### config.mk
export PLATFORM = sky130hd
export DESIGN_NAME = ram_request_master
export DESIGN_NICKNAME = d
export VERILOG_FILES = /design/src/rtl/mem_pkg.sv /design/src/rtl/mem_lane_align.sv /design/src/rtl/ram_request_master.sv
export SDC_FILE = /design/constraint.sdc
export NUM_CORES = 1
export LEC_CHECK = 0
export ABC_AREA = 1
export CORE_MARGIN = 1.5
export CORE_UTILIZATION = 40
export CTS_BUF_LIST = sky130_fd_sc_hd__clkbuf_8
export DETAILED_ROUTE_END_ITERATION = 16
export PLACE_DENSITY = 0.65
export SETUP_SLACK_MARGIN = 0.2
export SLEW_MARGIN = 40
export SYNTH_ARGS = -nofsm -noshare
export SYNTH_HDL_FRONTEND = slang
export SYNTH_HIERARCHICAL = 1
export SYNTH_SLANG_ARGS = --single-unit
### constraint.sdc
create_clock -name clk -period 5.6 [get_ports clk]
set_clock_uncertainty 0.1 [all_clocks]
set_input_delay 1.12 -clock clk [delete_from_list [all_inputs] [get_ports clk]]
set_output_delay 1.12 -clock clk [all_outputs]
set_load 0.02 [all_outputs]
### src/rtl/mem_pkg.sv
// rtl/mem_pkg.sv - funct3 codes, response codes and FSM encoding for the RAM request master
package mem_pkg;

  localparam logic [2:0] F3_B  = 3'd0;
  localparam logic [2:0] F3_H  = 3'd1;
  localparam logic [2:0] F3_W  = 3'd2;
  localparam logic [2:0] F3_BU = 3'd4;
  localparam logic [2:0] F3_HU = 3'd5;

  localparam logic [1:0] RESP_ERR_OK       = 2'b00;
  localparam logic [1:0] RESP_ERR_MISALIGN = 2'b01;
  localparam logic [1:0] RESP_ERR_TIMEOUT  = 2'b10;
  localparam logic [1:0] RESP_ERR_ILLEGAL  = 2'b11;

  localparam logic [1:0] ST_IDLE = 2'd0;
  localparam logic [1:0] ST_REQ  = 2'd1;
  localparam logic [1:0] ST_RESP = 2'd2;

  // Stores only exist as SB/SH/SW; loads additionally have the unsigned BU/HU forms.
  function automatic logic f3_illegal(input logic is_store, input logic [2:0] f3);
    if (is_store) return (f3 > F3_W);
    return (f3 == 3'd3) || (f3 == 3'd6) || (f3 == 3'd7);
  endfunction

  function automatic logic f3_misaligned(input logic [2:0] f3, input logic [1:0] a);
    case (f3)
      F3_H, F3_HU: return a[0];
      F3_W:        return (a != 2'b00);
      default:     return 1'b0;
    endcase
  endfunction

endpackage

### src/rtl/mem_lane_align.sv
// rtl/mem_lane_align.sv - store lane replication/byte enables and load lane extract with extension
module mem_lane_align
  import mem_pkg::*;
(
  input  logic [2:0]  funct3,
  input  logic [1:0]  addr_lo,
  input  logic [31:0] wdata,
  input  logic [31:0] rword,
  output logic [31:0] din,
  output logic [3:0]  we_mask,
  output logic [31:0] rdata
);

  logic [31:0] shifted;

  // Store side: replicate the low-aligned data across all lanes, enable only the addressed bytes.
  always_comb begin
    din     = wdata;
    we_mask = 4'hF;
    case (funct3)
      F3_B: begin
        din     = {4{wdata[7:0]}};
        we_mask = 4'b0001 << addr_lo;
      end
      F3_H: begin
        din     = {2{wdata[15:0]}};
        we_mask = 4'b0011 << addr_lo;
      end
      default: ;
    endcase
  end

  // Load side: bring the addressed lane down to bit 0, then sign or zero extend.
  always_comb begin
    shifted = rword >> {addr_lo, 3'b000};
    rdata   = shifted;
    case (funct3)
      F3_B:    rdata = {{24{shifted[7]}}, shifted[7:0]};
      F3_H:    rdata = {{16{shifted[15]}}, shifted[15:0]};
      F3_BU:   rdata = {24'd0, shifted[7:0]};
      F3_HU:   rdata = {16'd0, shifted[15:0]};
      default: rdata = shifted;
    endcase
  end

endmodule

### src/rtl/ram_request_master.sv
// rtl/ram_request_master.sv - single-outstanding load/store initiator for a RamIO port
module ram_request_master
  import mem_pkg::*;
#(
  parameter int TIMEOUT_CYCLES = 64
)
(
  input  logic        clk,
  input  logic        rst,
  input  logic        reqValid,
  output logic        reqReady,
  input  logic        reqIsStore,
  input  logic [2:0]  reqFunct3,
  input  logic [31:0] reqAddr,
  input  logic [31:0] reqWdata,
  output logic        respValid,
  output logic [31:0] respRdata,
  output logic [1:0]  respErr,
  output logic [3:0]  ramWe,
  output logic [31:0] ramAddr,
  output logic [31:0] ramDin,
  output logic        ramIsRequest,
  input  logic [31:0] ramDout,
  input  logic        ramRequestDone
);

  localparam logic        TMO_EN   = (TIMEOUT_CYCLES != 0);
  localparam logic [31:0] TMO_LAST = 32'(TIMEOUT_CYCLES - 1);

  logic [1:0]  state;
  logic        is_store_q;
  logic [2:0]  f3_q;
  logic [1:0]  alo_q;
  logic [31:0] tcnt;

  logic        accept;
  logic        acc_illegal;
  logic        acc_misal;
  logic [2:0]  f3_sel;
  logic [1:0]  alo_sel;
  logic [31:0] lane_din;
  logic [3:0]  lane_we;
  logic [31:0] lane_rdata;

  assign reqReady    = (state == ST_IDLE) && !rst;
  assign accept      = reqValid && reqReady;
  assign acc_illegal = f3_illegal(reqIsStore, reqFunct3);
  assign acc_misal   = f3_misaligned(reqFunct3, reqAddr[1:0]);

  // The lane helper is shared: live request fields while accepting, latched fields while waiting.
  assign f3_sel  = (state == ST_IDLE) ? reqFunct3    : f3_q;
  assign alo_sel = (state == ST_IDLE) ? reqAddr[1:0] : alo_q;

  mem_lane_align u_lane (
    .funct3  (f3_sel),
    .addr_lo (alo_sel),
    .wdata   (reqWdata),
    .rword   (ramDout),
    .din     (lane_din),
    .we_mask (lane_we),
    .rdata   (lane_rdata)
  );

  // Request FSM: accept, hold the RAM request until done or timeout, then pulse the response.
  always_ff @(posedge clk) begin
    if (rst) begin
      state        <= ST_IDLE;
      is_store_q   <= 1'b0;
      f3_q         <= 3'd0;
      alo_q        <= 2'd0;
      tcnt         <= 32'd0;
      respValid    <= 1'b0;
      respRdata    <= 32'd0;
      respErr      <= RESP_ERR_OK;
      ramWe        <= 4'h0;
      ramAddr      <= 32'd0;
      ramDin       <= 32'd0;
      ramIsRequest <= 1'b0;
    end else begin
      respValid <= 1'b0;
      case (state)
        ST_IDLE: begin
          if (accept) begin
            is_store_q <= reqIsStore;
            f3_q       <= reqFunct3;
            alo_q      <= reqAddr[1:0];
            tcnt       <= 32'd0;
            respRdata  <= 32'd0;
            if (acc_illegal || acc_misal) begin
              state     <= ST_RESP;
              respValid <= 1'b1;
              respErr   <= acc_illegal ? RESP_ERR_ILLEGAL : RESP_ERR_MISALIGN;
            end else begin
              state        <= ST_REQ;
              respErr      <= RESP_ERR_OK;
              ramIsRequest <= 1'b1;
              ramAddr      <= {reqAddr[31:2], 2'b00};
              ramDin       <= reqIsStore ? lane_din : 32'd0;
              ramWe        <= reqIsStore ? lane_we  : 4'h0;
            end
          end
        end
        ST_REQ: begin
          tcnt <= tcnt + 32'd1;
          // Done is checked first so a completion on the last allowed cycle is not lost.
          if (ramRequestDone) begin
            state        <= ST_RESP;
            respValid    <= 1'b1;
            respErr      <= RESP_ERR_OK;
            respRdata    <= is_store_q ? 32'd0 : lane_rdata;
            ramIsRequest <= 1'b0;
            ramWe        <= 4'h0;
          end else if (TMO_EN && (tcnt == TMO_LAST)) begin
            state        <= ST_RESP;
            respValid    <= 1'b1;
            respErr      <= RESP_ERR_TIMEOUT;
            respRdata    <= 32'd0;
            ramIsRequest <= 1'b0;
            ramWe        <= 4'h0;
          end
        end
        ST_RESP: begin
          state     <= ST_IDLE;
          respErr   <= RESP_ERR_OK;
          respRdata <= 32'd0;
        end
        default: state <= ST_IDLE;
      endcase
    end
  end

endmodule

# After elaboration in Yosys (flattened, before gate mapping)

Cells that the tools add are included.

Register bits after elaboration: 142
Bits of input ports: 104

Add/sub/neg operators: 1
Equality and inequality tests: 15
Shifts and indexed selects: 3
$lt $le $gt $ge: 1
Muxes and demuxes: 42
Bitwise gates (word level): 1
Reductions and logical operators: 18

Operator list:

| cell                  | count |
|---|---|
| $mux 32               | 5 |
| $pmux 32 s2           | 2 |
| $pmux 32 s4           | 1 |
| $pmux 32 s3           | 1 |
| $add 32x1->32 const B | 1 |
| $eq 32x6->1 const B   | 1 |
| $shr 32x5->32         | 1 |
| $mux 4                | 5 |
| $mux 2                | 9 |
| $pmux 4 s2            | 2 |
| $eq 3x3->1 const B    | 5 |
| $mux 1                | 11 |
| $eq 3x1->1 const B    | 2 |
| $eq 3x2->1 const B    | 2 |
| $pmux 1 s2            | 3 |
| $pmux 2 s3            | 1 |
| $reduce_and 2->1      | 3 |
| $reduce_and 3->1      | 2 |
| $ne 2x2->1 const B    | 2 |
| $pmux 2 s2            | 1 |
| $reduce_and 4->1      | 1 |
| $reduce_bool 2->1     | 2 |
| $shl 1x2->4 const A   | 1 |
| $shl 2x2->4 const A   | 1 |
| other kinds (13)      | 16 |

# Longest topological paths before layout

Gate-level depths: netlist of the first run.

Word-level depth: 8
Mapped depth: 16
Depth with buffers taken out: 14

# Modules after synthesis

Netlist of the first run, hierarchy kept.

Modules (own cells, without submodules):

| module             | cells each | area each (sq um) | instances | seq. area each (sq um) |
|---|---|---|---|---|
| ram_request_master | 917        | 6307.3            | 1         | 2842.7 |
| mem_lane_align     | 254        | 1256.2            | 1         | 0.0 |

# Least setup slack after synthesis of the first run

Ideal clock, no wire load.

Path type: input -> output
Start: in rst
End: out reqReady
Data arrival time: 1773 ps
Stages on the path: 3
Setup slack: 2607 ps
Cell sequence: buf_4 clkbuf_1 nor2_1

Word-level cells in the longest chain between the ends: 2

RTL lines:

| item              | RTL line                 | source |
|---|---|---|
| from (decl)       | ram_request_master.sv:9  | `input logic rst,` |
| $logic_not 1->1   | ram_request_master.sv:45 | `assign reqReady = (state == ST_IDLE) && !rst;` |
| $logic_and 1x1->1 | ram_request_master.sv:45 |  |
| to (decl)         | ram_request_master.sv:11 | `output logic reqReady,` |

Every way passes these cells.

# Worst setup path after layout of the first run

Start: reg state[1]
End: out reqReady

Word-level cells in the longest chain between the ends: 2

RTL lines:

| item                   | RTL line                 | source |
|---|---|---|
| from (decl)            | ram_request_master.sv:30 | `logic [1:0] state;` |
| from (signal assigned) | ram_request_master.sv:67 | `state <= ST_IDLE;` |
| from (signal assigned) | ram_request_master.sv:90 | `state <= ST_RESP;` |
| from (signal assigned) | ram_request_master.sv:94 | `state <= ST_REQ;` |
| $logic_not 2->1        | ram_request_master.sv:45 |  |
| $logic_and 1x1->1      | ram_request_master.sv:45 |  |

Every way passes these cells.

==> results.txt, run 1 <==
Cell Area, Synth: 0.007564 sq mm
wire per inst: 13.99 um
status: finished, final reports clean
drt first pass iters: 5
Setup violations, final: 0
antenna violations before repair: 1
Tcrit/Tclk final: 64.17%
Final Wtd Congestion: 0.8277
Worst-Margin Slew: 0.7436 ns
most frequent cells in the layout: 395 x nand2_1, 205 x clkdlybuf4s50_1, 143 x nor2_1, 142 x dfxtp_1, 105 x a21oi_1
vias in the first global route: 7071
Port Buf Inserts: 206
Antenna Nets Post-Route: 0
Syn Inst Count: 1171
TritonCTS clock tree: built
gr usage total: 22.29%
Final Hold Viols: 0
die area: 0.01974 sq mm
Crit Path Category: flip-flop to primary output
Leakage Power: 3.847 nW
min cycle time layout: 3.593 ns
grt met1 use: 29.35%
Synth Register Bits: 142
RSZ-0062 raised after global routing: false
commonest non-fill, non-tap cell in the layout: nand2_1
global-route wire length before repair: 35510 um
pin count of the biggest net entering global routing: 69
total grt overflow: 0
Clock Tree Buf Depth: 2
CTS clk-pin slew, worst paths: 0.08 ns
# nets final: 1439
via count: 7774
synth unique cells: 43
Ports: 209
final setup TNS: 0 ns
Ant. Diodes: 0
CTS Sinks: 142
synth-to-layout area growth: 30.93%
drt initial violations: 530
Peak VDD IR: 0.1813 mV
worst skew pair latency: 0.46 ns
met3 Usage GRT: 4.855%
Max Slew Vio Count: 0
Post-CTS Resized: 0
WL final: 22080 um
Syn Area/Cell: 6.459 sq um
DR vias/cell: 4.926
relative slew slack: 50.43%
Layout Utilization: 53.12%
CTS H-tree depth: 4
Hold WC Path Type: flip-flop to flip-flop
DRC Markers: 0
max_cap viols: 0
CORE AREA: 0.01864 sq mm
crit path capture type: primary output
most used routing layer: met2
share of cells above drive strength 1: 6.027%
chip height: 140.5 um
CTS Buf Count: 17
CTS root buffer: clkbuf_8
Pwr Density: 291.5 mW/mm^2
Post-CTS Setup Repair Bufs: 0
Rows: 50
Seq/Total Area, Yosys: 37.58%
critical path startpoint category: flip-flop
Required @ worst endpoint: 4.38 ns
synthesis warning total: 6
HPWL after DPL: 15570 um
CP max FO: 10
Initial Utilization: 40.57%
Hold Buf Count CTS: 0
Die Wd: 140.5 um
GR Util met2: 36.84%
CP arrival: 2.37 ns
FMAX: 278.3 MHz
==> final cells by class <==
type                            count  area [sq um]
Fill cell                        1867          8740
Multi-Input combinational cell    871          3954
Sequential cell                   142          2843
Timing Repair Buffer              212          2102
Inverter                           87         334.1
Tap cell                          234         292.8
Clock buffer                       19         261.5
Clock inverter                     13         116.4
==> kinds of logic after synthesis <==
logic type / Yosys count / synth area share [%]
and+or+nand+nor: 658 / 36.21
AOI/OAI and AO/OA: 207 / 15.19
buffers and inverters: 159 / 10.31
DFF: 142 / 37.58
adders and majority gates: 4 / 0.6617
other: 1 / 0.04958
==> metrics by stage <==
step           instance area (sq um)  std cells  power, W  setup slack (ns)  hold WS (ns)
4_1_cts                         9903       1578  0.002904             1.983        0.3588
2_1_floorplan                   7567       1172  0.001802             2.607        0.3238
3_3_place_gp                    9523       1546  0.002104             1.984        0.3426
6_report                        9903       1578  0.002887             2.007        0.3574
5_1_grt                         9903       1578  0.003052             1.855        0.3813
3_5_place_dp                    9525       1546  0.002109             1.953        0.3463
==> synth_stat cells (all sizes together) <==
master | n | area (sq um)
or2 | 2 | 12.51
o21a | 1 | 7.510
nand3 | 81 | 450.4
inv | 87 | 334.1
buf | 48 | 355.4
a21oi | 113 | 595.6
and2 | 2 | 12.51
nor4 | 2 | 12.51
a21boi | 1 | 11.26
nand4 | 11 | 68.82
o21bai | 3 | 33.78
nor2 | 153 | 618.1
a211oi | 1 | 7.510
nand3b | 1 | 7.510
a22oi | 6 | 45.04
nand2 | 398 | 1511
clkbuf | 24 | 90.09
nor3 | 8 | 45.04
a31oi | 1 | 6.260
conb | 1 | 3.750
ha | 4 | 50.05
o21ai | 68 | 344.1
o211ai | 13 | 97.59
dfxtp | 142 | 2843
==> worst paths after layout <==
kind,startpoint,end,slack [ns],depth (start not counted)
setup reg to reg,state[1],respRdata[26],2.58,13
hold / removal,f3_q[0],f3_q[0],0.36,2
hold reg to reg,f3_q[0],f3_q[0],0.36,2
setup / recovery,state[1],reqReady,2.01,5
==> layer usage <==
metal,vias up,part of all wire (%)
met2,187,48
met4,2,1.4
met1,3506,46
li1,4060,-
met3,19,5.0
met5,-,0.050
==> power by group <==
part	internal (W)	leakage (nW)	switching [W]
Clock	0.000375	0.194	0.000423
Sequential	0.00109	1.15	0.0000449
Combinational	0.000368	2.50	0.000584
Total	0.00183	3.85	0.00105
==> state kept, by name, indices dropped and copies added, names as in the netlist <==
signal and cells:
ramDin 32, f3_q 3, ramAddr 30, ramIsRequest 1, ramWe 4, respRdata 32
alo_q 2, state 2, respErr 2, respValid 1, tcnt 32, is_store_q 1
==> worst max-delay path: stages, from the launching register on <==
cell and delay (ns):
dfxtp_1 0.31, inv_1 0.09, ha_1 0.47, inv_1 0.29, nor2_1 0.14, clkdlybuf4s50_1 0.61
Note: power is estimated with default switching activity, not from simulation.
==> inputs of run 2 (changes only) <==
- PLACE_DENSITY: 0.65 -> 0.68
- clock period: 5.6 -> 2.99 ns (I/O delays scaled with it)
==> run 2 against run 1 <==
Clock-buffer cell count unchanged. Die area unchanged. Sequential share of layout area down 0.58 points. Via count up 2.4%. Sequential power up 87%. Cell area up 2.1%. Combinational power up 94%. Largest cell class unchanged. Largest power group unchanged.
==> results.txt, run 2 (synthesis gave the netlist of run 1 again) <==
status: finished, final reports clean
Leakage Power: 3.979 nW (+3.4%)
antenna violations before repair: 0 (-1)
CP max FO: 7 (-3)
Largest regs: ramDin: 32 flops, respRdata: 32 flops, tcnt: 32 flops
most frequent cells in the layout: 395 x nand2_1, 204 x clkdlybuf4s50_1, 144 x nor2_1, 142 x dfxtp_1, 105 x a21oi_1
CTS H-tree depth: 4 (unchanged)
Ports: 209 (unchanged)
Finished Cell Area: 0.01011 sq mm (+2.1%)
crit path capture type: primary output
Power, Total: 0.005586 W (+93%)
Final Wtd Congestion: 0.8495 (+2.6%)
hold depth: 2 (unchanged)
RSZ-0062 raised after global routing: false
chip height: 140.5 um (unchanged)
max_cap viols: 0 (unchanged)
wire per inst: 13.80 um (-1.4%)
Port Buf Inserts: 206 (unchanged)
Ant. Diodes: 0 (unchanged)
pin count of the biggest net entering global routing: 60 (-13%)
CTS Buf Count: 17 (unchanged)
Hold WC Path Type: flip-flop to flip-flop
dpl cell area: 0.009688 sq mm (+1.7%)
Setup violations, final: 0 (unchanged)
crit path from: state[1]
min cycle time layout: 2.529 ns
CORE AREA: 0.01864 sq mm (unchanged)
R2R Path Start: state[0]
FMAX: 395.4 MHz
WL final: 22060 um (about the same)
synth-to-layout area growth: 33.65%
Antenna Nets Post-Route: 0 (unchanged)
routed wl met2: 10550 um (about the same)
drt first pass iters: 5 (unchanged)
multi-input logic area: 0.003966 sq mm (+0.32%)
relative slew slack: 52.56% (+2.1 points)
CTS Sinks: 142 (unchanged)
TritonCTS clock tree: built
Pwr Density: 552.6 mW/mm^2 (+90%)
Peak VDD IR: 0.2573 mV (+42%)
via count: 7961 (+2.4%)
share of cells above drive strength 1: 7.399% (+1.4 points)
Non-Filler Instances: 1599 (+1.3%)
Hold Buf Count CTS: 0 (unchanged)
CP arrival: 1.83 ns (-0.54 ns)
Initial Utilization: 40.57% (unchanged)
Tcrit/Tclk final: 84.58%
DRC Markers: 0 (unchanged)
worst skew pair latency: 0.45 ns (about the same)
Rows: 50 (unchanged)
Required @ worst endpoint: 2.29 ns (-2.09 ns)
DR vias/cell: 4.979 (+1.1%)
commonest non-fill, non-tap cell in the layout: nand2_1
total grt overflow: 0 (unchanged)
Final Hold Viols: 0 (unchanged)
met1 wire length: 9916 um (-1.9%)
gr usage total: 22.17% (-0.12 points)
Register Area: 0.002843 sq mm (unchanged)
HPWL after DPL: 15980 um (+2.6%)
CTS clk-pin slew, worst paths: 0.08 ns (about the same)
Layout fillers: 1913 (+2.5%)
hold wc startpoint: f3_q[2]
critical path startpoint category: flip-flop
# nets final: 1461 (+1.5%)
Reg2Reg Depth: 13 (unchanged)
met3 wire length: 1277 um (+17%)
drt initial violations: 481 (-9.2%)
Crit Path Category: flip-flop to primary output
Die Wd: 140.5 um (unchanged)
global-route wire length before repair: 35560 um (+0.14%)
Cell Count Post-Placement: 1568 (+1.4%)
Max Slew Vio Count: 0 (unchanged)
top routing layer used: met4
Worst-Margin Slew: 0.7041 ns (-0.03949 ns)
die area: 0.01974 sq mm (unchanged)
final setup TNS: 0 ns (unchanged)
CTS root buffer: clkbuf_8
vias in the first global route: 7222 (+2.1%)
Clock Tree Buf Depth: 2 (unchanged)
## run 2: worst paths after layout
check	to	slack (ns)
max reg2reg	respRdata[21]	0.47
max	reqReady	0.46
min	f3_q[2]	0.35
min reg2reg	f3_q[2]	0.35
## run 2: per-layer routing
metal	GRT usage [%]	vias up
li1	-	4103
met1	28.51	3633
met2	37.21	199
met3	5.675	26
met4	5.428	0
met5	0	-
## run 2: power breakdown
| part | total (W) | switching (W) | internal [W] |
|---|---|---|---|
| registers | 0.00213 | 0.0000856 | 0.00204 |
| logic | 0.00185 | 0.00111 | 0.000744 |
| clock network | 0.00161 | 0.000750 | 0.000856 |
| total | 0.00559 | 0.00194 | 0.00364 |
## run 2: metrics by stage
stage               setup WS [ns]  utilization [%]  hold slack [ns]
floorplan                  0.5919                -           0.3238
global placement           0.2531            51.97           0.3374
detailed placement         0.2048            51.97           0.3439
CTS                        0.4046            54.15           0.3550
global route               0.2218            54.22           0.3823
finish                     0.4609            54.22           0.3536
## run 2: layout make-up
cell class	count	share of cell area, %
timing repair buffer	234	22.42
clock buffer	19	2.587
multi-input combinational	871	39.24
inverter	87	3.305
tap	234	2.896
clock inverter	12	1.436
sequential	142	28.12
## run 2: worst max-delay path, stage by stage (launching register included)
cell,delay [ns]
dfxtp_1,0.32
inv_1,0.09
ha_2,0.26
inv_1,0.15
nor2_1,0.20
dlygate4sd2_1,0.36
## run 2: repair_timing
item | in CTS | in global routing
endpoints found under the setup margin | 1 | 2
resized for setup | 2 | 2
setup buffers | 0 | 0
==> inputs of run 3 (changes only) <==
- clock period: 2.99 -> 2.3 ns (I/O delays scaled with it)
==> run 3 against run 2 <==
Clock-buffer cell count unchanged. Final cell count up 3.3%. Critical path depth up 7. Sequential power up 30%. Sequential share of layout area down 2.1 points. First-iteration DRC count down 12%. Critical path type is now flip-flop to flip-flop. Largest power group is now combinational logic. Flip-flop and latch count unchanged.
==> results.txt, run 3 (synthesis gave the netlist of run 1 again) <==
status: finished, final reports clean
antenna violations before repair: 0 (unchanged)
dpl cell area: 0.01013 sq mm (+4.5%)
part of the power in registers: 34.1% (-4.0 points)
CTS Buf Count: 17 (unchanged)
final setup TNS: 0 ns (unchanged)
Port Buf Inserts: 206 (unchanged)
Max Slew Vio Count: 0 (unchanged)
slowest CP cell: dfxtp_2
worst skew pair latency: 0.45 ns (about the same)
commonest non-fill, non-tap cell in the layout: nand2_1
CP arrival: 2.36 ns (+0.53 ns)
internal power: 0.005408 W (+48%)
Leakage Power: 4.361 nW (+9.6%)
Pwr Density: 743.2 mW/mm^2 (+34%)
Die Wd: 140.5 um (unchanged)
global-route wire length before repair: 36580 um (+2.9%)
CP Cell Sequence: inv_2 > ha_4 > o21ai_4 > inv_2 > nand2_1 > nand3_1 > nand2_2 > nand2_4 > buf_4 > nand3_1 > nand3_1 > a21oi_2
vias in the first global route: 7505 (+3.9%)
WL final: 22710 um (+3.0%)
Crit Path Category: flip-flop to flip-flop
switching share of power: 33.36% (-1.4 points)
drt first pass iters: 5 (unchanged)
TritonCTS clock tree: built
Ports: 209 (unchanged)
Register-to-Register Setup Slack: 0.24 ns (-0.23 ns)
Antenna Nets Post-Route: 0 (unchanged)
Clock Tree Buf Depth: 2 (unchanged)
Power, Total: 0.008115 W (+45%)
Rows: 50 (unchanged)
Ant. Diodes: 0 (unchanged)
CTS H-tree depth: 4 (unchanged)
clock share of power: 30.5% (+1.7 points)
family with the most delay on the worst path: simple AND/OR/NAND/NOR gates
Final Hold Viols: 0 (unchanged)
pin count of the biggest net entering global routing: 70 (+17%)
# nets final: 1512 (+3.5%)
Hold WC Path Type: input port to flip-flop
Comb power frac: 35.3% (+2.2 points)
HPWL after DPL: 16310 um (+2.1%)
DRC Markers: 0 (unchanged)
DR vias/cell: 4.882 (-1.9%)
Cell Count Post-Placement: 1610 (+2.7%)
drt initial violations: 425 (-12%)
total grt overflow: 0 (unchanged)
Largest regs: ramDin: 32 flops, respRdata: 32 flops, tcnt: 32 flops
Max stage delay on crit path: 0.34 ns (-0.02 ns)
RSZ-0062 raised after global routing: true
wire per inst: 13.76 um (-0.29%)
CP max FO: 13 (+6)
min cycle time layout: 2.063 ns
Tcrit/Tclk final: 89.71%
Non-Filler Instances: 1651 (+3.3%)
Required @ worst endpoint: 2.60 ns (+0.31 ns)
relative slew slack: 50.90% (-1.7 points)
Switch Pwr: 0.002707 W (+39%)
CORE AREA: 0.01864 sq mm (unchanged)
most frequent cells in the layout: 390 x nand2_1, 204 x clkdlybuf4s50_1, 140 x nor2_1, 140 x dfxtp_1, 105 x a21oi_1
Setup violations, final: 0 (unchanged)
Worst-Margin Slew: 0.7365 ns (+0.03238 ns)
Final Wtd Congestion: 0.8546 (+0.60%)
Initial Utilization: 40.57% (unchanged)
CTS clk-pin slew, worst paths: 0.09 ns (about the same)
hold depth: 2 (unchanged)
Crit Reg-Reg Endpoint: respRdata[27]
Reg2Reg Depth: 12 (-1)
Worst Hold Path EP: respValid
max_cap viols: 0 (unchanged)
share of cells above drive strength 1: 12.91% (+5.5 points)
Most Frequent Cell on Critical Path: nand3_1
hold wc startpoint: rst
crit path capture type: flip-flop
gr usage total: 22.80% (+0.62 points)
via count: 8061 (+1.3%)
FMAX: 484.6 MHz
Finished Cell Area: 0.01092 sq mm (+8.0%)
critical path startpoint category: flip-flop
die area: 0.01974 sq mm (unchanged)
Peak VDD IR: 0.3719 mV (+45%)
CTS root buffer: clkbuf_8
R2R Path Start: state[1]
CP Buf/Inv Count: 3 (unchanged)
CTS Sinks: 142 (unchanged)
synth-to-layout area growth: 44.37%
chip height: 140.5 um (unchanged)
==> run 3: cell count changes in the layout (fill, tap and decap cells not counted), sizes merged <==
cell,previous run,this run
buf,29,78
clkinv,5,1
bufinv,3,6
nand3,81,84
inv,88,90
dlygate4sd2,1,0
==> run 3: layer usage <==
metal  track usage (%)  share of wire [%]  vias up
met1             28.84                 45     3619
met5                 0                  0        -
met4             5.757               0.89        0
li1                  -                  -     4209
met2             38.93                 49      216
met3             5.607                5.5       17
==> run 3: final cells by class <==
type                       instances  area, sq um
fill                            1784         7724
multi-input combinational        874         4155
tap                              234        292.8
clock buffer                      19        261.5
sequential                       142         2845
inverter                          87        342.8
timing repair buffer             282         2788
clock inverter                    13        234.0
==> run 3: worst max path at each step <==
stage / cells after the start / start / slack, ns / to
2_1_floorplan: 15 / state[0] / 0.20 / respRdata[21]
3_3_place_gp: 11 / reqAddr[0] / -0.11 / respRdata[31]
3_5_place_dp: 12 / reqAddr[1] / -0.16 / respRdata[31]
4_1_cts: 15 / state[1] / 0.20 / ramWe[1]
5_1_grt: 14 / state[1] / 0.1 / respRdata[26]
6_report: 12 / state[1] / 0.24 / respRdata[27]
==> run 3: power by group through the flow <==
stage / sequential [W] / clock [W] / combinational, W
floorplan: 0.00302 / 0 / 0.00138
global placement: 0.00282 / 0 / 0.00263
detailed placement: 0.00283 / 0 / 0.00264
CTS: 0.00277 / 0.00253 / 0.00272
global route: 0.00279 / 0.00262 / 0.00313
finish: 0.00277 / 0.00248 / 0.00287
==> run 3: repair_timing <==
| item | 4_1_cts | 5_1_grt |
|---|---|---|
| gates resized for setup | 13 | 53 |
| hold buffers | 0 | 0 |
| endpoints found under the setup margin | 66 | 73 |
| hold endpoints to repair | 0 | 0 |
| buffers inserted | 4 | 2 |
| pin swaps | 3 | 19 |
| gates cloned | 1 | 2 |
==> run 3: per-stage QoR <==
step | util, % | setup slack, ns | hold WS, ns
floorplan | - | 0.2017 | 0.3455
global placement | 54.33 | -0.1093 | 0.3509
detailed placement | 54.33 | -0.1615 | 0.3551
CTS | 57.44 | 0.1973 | 0.1531
global route | 58.57 | 0.09906 | 0.1568
finish | 58.57 | 0.2366 | 0.1848
